===== src/rtl/mycpu_pkg.sv =====
// Shared CPU constants and the writeback request bundle.
// Used by the writeback arbiter and its bench.
package mycpu_pkg;

  localparam int XLEN       = 32;
  localparam int REG_ADDR_W = 5;

  typedef struct packed {
    logic [REG_ADDR_W-1:0] rd;
    logic [XLEN-1:0]       data;
  } wb_req_t;

endpackage


===== src/rtl/rr_arbiter.sv =====
// Combinational round-robin picker: scans upward from ptr,
// first requester wins; returns one-hot grant and its index.
module rr_arbiter #(
  parameter int N  = 3,
  parameter int IW = 2
) (
  input  logic [N-1:0]  req,
  input  logic [IW-1:0] ptr,
  output logic [N-1:0]  gnt,
  output logic [IW-1:0] idx,
  output logic          any
);

  function automatic logic [IW-1:0] wrap(
    input logic [IW-1:0] p,
    input int            i
  );
    int c;
    c = int'(p) + i;
    if (c >= N) c = c - N;
    return c[IW-1:0];
  endfunction

  // first valid requester at or after ptr, modulo N
  always_comb begin
    gnt = '0;
    idx = '0;
    any = 1'b0;
    for (int i = 0; i < N; i++) begin
      if (!any && req[wrap(ptr, i)]) begin
        any      = 1'b1;
        idx      = wrap(ptr, i);
        gnt[idx] = 1'b1;
      end
    end
  end

endmodule


===== src/rtl/rf_wb_arbiter.sv =====
// Shares the regfile write port between writeback sources,
// round-robin, with a registered single-cycle output stage.
module rf_wb_arbiter #(
  parameter int NUM_SRC = 3,
  parameter int XLEN    = mycpu_pkg::XLEN,
  parameter int AW      = mycpu_pkg::REG_ADDR_W
) (
  input  logic                    clk,
  input  logic                    rst,
  input  logic                    hold_i,
  input  logic [NUM_SRC-1:0]      req_valid_i,
  input  logic [NUM_SRC*AW-1:0]   req_addr_i,
  input  logic [NUM_SRC*XLEN-1:0] req_data_i,
  output logic [NUM_SRC-1:0]      req_ready_o,
  output logic                    rf_we_o,
  output logic [AW-1:0]           rf_waddr_o,
  output logic [XLEN-1:0]         rf_wdata_o,
  output logic                    busy_o
);

  import mycpu_pkg::*;

  localparam int IW = (NUM_SRC > 1) ? $clog2(NUM_SRC) : 1;

  logic [IW-1:0]      ptr;
  logic [IW-1:0]      idx;
  logic [NUM_SRC-1:0] gnt;
  logic [NUM_SRC-1:0] req;
  logic               hs;
  wb_req_t            sel;

  // ready is forced low during hold and while reset is asserted
  assign req = req_valid_i & {NUM_SRC{~hold_i & ~rst}};

  rr_arbiter #(
    .N  (NUM_SRC),
    .IW (IW)
  ) u_rr (
    .req (req),
    .ptr (ptr),
    .gnt (gnt),
    .idx (idx),
    .any (hs)
  );

  assign req_ready_o = gnt;
  assign sel.rd      = req_addr_i[idx*AW +: AW];
  assign sel.data    = req_data_i[idx*XLEN +: XLEN];
  assign busy_o      = rf_we_o;

  // priority moves just past the source that completed a handshake
  always_ff @(posedge clk or posedge rst) begin
    if (rst) begin
      ptr <= '0;
    end else if (hs) begin
      ptr <= (idx == IW'(NUM_SRC - 1)) ? '0 : idx + 1'b1;
    end
  end

  // output stage: capture the winner; x0 consumes a turn but never writes
  always_ff @(posedge clk or posedge rst) begin
    if (rst) begin
      rf_we_o    <= 1'b0;
      rf_waddr_o <= '0;
      rf_wdata_o <= '0;
    end else if (!hold_i) begin
      if (hs && (sel.rd != '0)) begin
        rf_we_o    <= 1'b1;
        rf_waddr_o <= sel.rd;
        rf_wdata_o <= sel.data;
      end else begin
        rf_we_o    <= 1'b0;
      end
    end
  end

endmodule


===== config.mk =====
export PLATFORM = sky130hd
export DESIGN_NAME = rf_wb_arbiter
export DESIGN_NICKNAME = d
export VERILOG_FILES = /design/src/rtl/mycpu_pkg.sv /design/src/rtl/rr_arbiter.sv /design/src/rtl/rf_wb_arbiter.sv
export SDC_FILE = /design/constraint.sdc
export NUM_CORES = 1
export LEC_CHECK = 0
export CAP_MARGIN = 20
export CORE_MARGIN = 5
export CORE_UTILIZATION = 35
export CTS_CLUSTER_SIZE = 28
export DETAILED_ROUTE_END_ITERATION = 12
export PLACE_DENSITY = 0.78
export SLEW_MARGIN = 40
export SYNTH_ARGS = -nofsm -noshare
export SYNTH_HDL_FRONTEND = slang
export SYNTH_HIERARCHICAL = 1
export SYNTH_SLANG_ARGS = --single-unit

===== constraint.sdc =====
create_clock -name clk -period 3.1 [get_ports clk]
set_input_delay 0.775 -clock clk [delete_from_list [all_inputs] [get_ports clk]]
set_output_delay 0.775 -clock clk [all_outputs]
set_load 0.02 [all_outputs]

==> impl_results.md <==
* Status: complete, but fails checks
* Failing checks: negative setup slack
* Sw frac at 37.37%
* First-pass GRT wire length at 14.96 mm
* Critical path class: flip-flop to flip-flop
* Top FF cell, synth: dfrtp_1
* CP cell instances: buf_6 > ha_4 > mux2i_4 > o22a_4 > o2111ai_4 > nand3_4 > buf_6 > mux2i_2 > o2bb2ai_2 > or3_4 > o21a_4 > buf_16 > mux2_4
* Root buf cell: clkbuf_8
* Mapped Nets at 395
* Static leakage at 0.002108 uW
* Power Total at 4391 uW
* Hold Vio Cnt, Final at 0
* CTS Sinks at 40
* Syn Inst Count at 274
* Port bufs at 158
* Mapped cell area at 2784 sq um
* Placed Cells at 546
* Sequential fraction of the synthesis area at 35.96%
* Inserted Clock Buffers at 5
* Most common cell in the netlist: nand2_1
* Final worst slack at -40.84 ps
* Largest net degree at the start of global routing at 41
* R2R Path End: rf_wdata_o[19]
* Async set-reset flop share out of synthesis at 100.0%
* Max FO, Critical Path at 10
* Largest cells by area after synthesis: dfrtp_1, mux2_4, mux2i_1
* Critical Path RT at 3270 ps
* Post-route ant nets at 0
* Die W at 99.19 um
* Number of cells on the worst hold path at 1
* Drt first pass iters at 4
* Clk_lat worst skew at 290 ps
* Worst-Margin Slew at 492.1 ps
* Pins Over Slew Limit at 0
* Setup TNS at -881.8 ps
* CP Capture Type: flip-flop
* Final nets at 592
* Final Util at 67.63%
* Int Power at 2750 uW
* Vias per inst at 4.930
* I/O Pins at 159
* Switch Pwr at 1641 uW
* Power Density at 840.3 nW/um^2
* Number of global-route vias before repair at 3076
* Yosys warns at 6
* Power share of the combinational group at 67.4%
* CTS tree: done
* Overall via count from detail_route at 2830
* Max Root-Sink Buffers at 2
* RSZ-0062 raised after global routing: yes
* Post-Route WL at 9.554 mm
* Crit path launch type: flip-flop
* Routed wire per std cell at 16.64 um
* H-tree level count at 2
* Crit path DAT at 3320 ps
* EDFF count, synth at 0
* Post-synth top area cell: dfrtp_1
* Drt first-iter violations at 62
* CORE AREA at 7727 sq um
* Post-synth top cells: nand2_1, dfrtp_1, mux2i_1, o21ai_0, mux2_4
* Most frequent CP cell: buf_6
* Synthesized flop and latch total at 40
* Post-route clock period utilization at 101.3%
* Remaining DRCs at 0
* Max Cap Viol at 0
* Share of layout cells above drive strength 1 at 28.81%
* Min-Delay Startpoint: rf_wdata_o[28]
* Slew margin rel. at 67.19%
* Vert. Die Dim at 99.19 um
* Routability cong. at 0.8728
* # rows at 32
* Global Route Usage Sum at 18.77%
* Post-Layout Cell Count at 574
* Post-route minimum period at 3141 ps
* Final setup violation count at 31
* R2r setup slk at -40 ps
* Highest clock rate at 318.4 MHz
* Clock transition at path regs at 80 ps
* Max stage delay on crit path at 440 ps
* Cts hold-fix bufs at 0
* Dpl hpwl at 7.139 mm
* Worst hold endpoint: rf_wdata_o[28]
* Hold crit path type: flip-flop to flip-flop
* Area delta synth->final at 87.73%
* Worst reg-to-reg path cell count at 13
* Reg2reg start: ptr[0]
* Die Area at 9838 sq um
* Max VDD drop at 344.1 uV
* Synthesized area per cell at 10.16 sq um
* Clock share of power at 10.6%
* Worst Skew at 6.663 ps
* Sequential share of power at 22.0%
* N_diodes at 0
* Yosys top cell area share at 35.96%
* Starting Density at 36.03%
* Initial antenna violation count at 0
* CP max stage cell: dfrtp_1
* Post-synth cell types at 40
* Gr ovfl total at 0
logic make-up (layout without fill, tap and decap cells):
group / count (synthesis) / in the layout / share of synthesized area, %
compound gates: 66 / 66 / 15.01
fa+ha+maj: 4 / 4 / 1.798
buf+inv: 27 / 225 / 5.528
flops: 40 / 40 / 35.96
mux: 72 / 72 / 31.33
simple gates: 65 / 65 / 10.38
state kept, by name (all words and copies together) (netlist names):
name,count
busy_o,1
rf_wdata_o,32
rf_waddr_o,5
ptr,2
power by group through the flow:
stage | clock network [uW] | registers [uW] | logic (uW)
2_1_floorplan | 0 | 1250 | 1260
3_3_place_gp | 0 | 952 | 2580
3_5_place_dp | 0 | 950 | 2630
4_1_cts | 476 | 959 | 2890
5_1_grt | 492 | 1000 | 3140
6_report | 467 | 965 | 2960
stage by stage:
| stage | setup WS, ps | hold WS, ps | instance area [sq um] |
|---|---|---|---|
| final | -40.84 | 509.7 | 5226 |
| after global routing | -140.5 | 527.9 | 5226 |
| after CTS | -16.92 | 514.5 | 5127 |
| after detailed placement | -684.8 | 485.8 | 4716 |
| after global placement | -604.8 | 490.6 | 4713 |
| after floorplan | -146.3 | 533.9 | 2846 |
critical path: cells and delay by family (launching register included):
kind                     cells  cell delay (ps)
AO/OA/AOI/OAI                4              710
adder cells (fa/ha/maj)      1              170
buffers and inverters        3              480
flip-flops                   1              440
multiplexers                 3              670
AND/OR/NAND/NOR              2              550
worst max-delay path by stage:
stage          startpoint        endpoint  slack (ps)  cells after the start
3_3_place_gp          rst  rf_wdata_o[12]        -600                     13
5_1_grt            ptr[0]  rf_wdata_o[15]        -140                     13
6_report           ptr[0]  rf_wdata_o[19]         -40                     13
3_5_place_dp          rst  rf_wdata_o[24]        -680                     14
4_1_cts            hold_i  rf_wdata_o[15]         -20                     13
2_1_floorplan         rst  rf_wdata_o[10]        -150                     14
per-layer routing:
layer  global-route usage, %  part of all wire (%)  vias to the layer above  routed length, um
met5                       0                     0                        -                  0
met4                   5.672                   2.4                        0                230
met3                   5.891                   7.2                       21                691
met2                   32.23                    51                      129               4882
met1                   22.43                    39                     1318               3750
li1                        -                     -                     1362                  -
layout by cell type, fill, tap and decap left out, drive strengths merged, types with 2 or more instances in the layout:
| cell | instances |
|---|---|
| a21o | 2 |
| a21oi | 6 |
| a22o | 4 |
| and2 | 3 |
| buf | 55 |
| clkbuf | 8 |
| clkdlybuf4s15 | 2 |
| clkdlybuf4s50 | 150 |
| dfrtp | 40 |
| dlygate4sd2 | 3 |
| ha | 4 |
| inv | 6 |
| mux2 | 34 |
| mux2i | 38 |
| nand2 | 43 |
| nand2b | 3 |
| nand3 | 2 |
| nor2 | 5 |
| nor2b | 3 |
| o211ai | 2 |
| o21ai | 37 |
| o2bb2ai | 6 |
| o31ai | 2 |
| or2 | 2 |
| or3 | 2 |
repair_timing:
action	CTS	global route
endpoints found under the setup margin	41	38
setup buffers	14	4
cloned	3	0
gates resized for setup	35	21
pin swaps	13	13
cell type report:
| cell class | count | area (sq um) |
|---|---|---|
| repair buffers | 211 | 2098 |
| flip-flops and latches | 40 | 1002 |
| well taps | 102 | 127.6 |
| multi-input cells | 207 | 1847 |
| inverters | 6 | 25.02 |
| clock inverters | 1 | 30.03 |
| clock buffers | 7 | 96.34 |
| fillers | 581 | 2501 |
(Power assumes the default switching activity.)
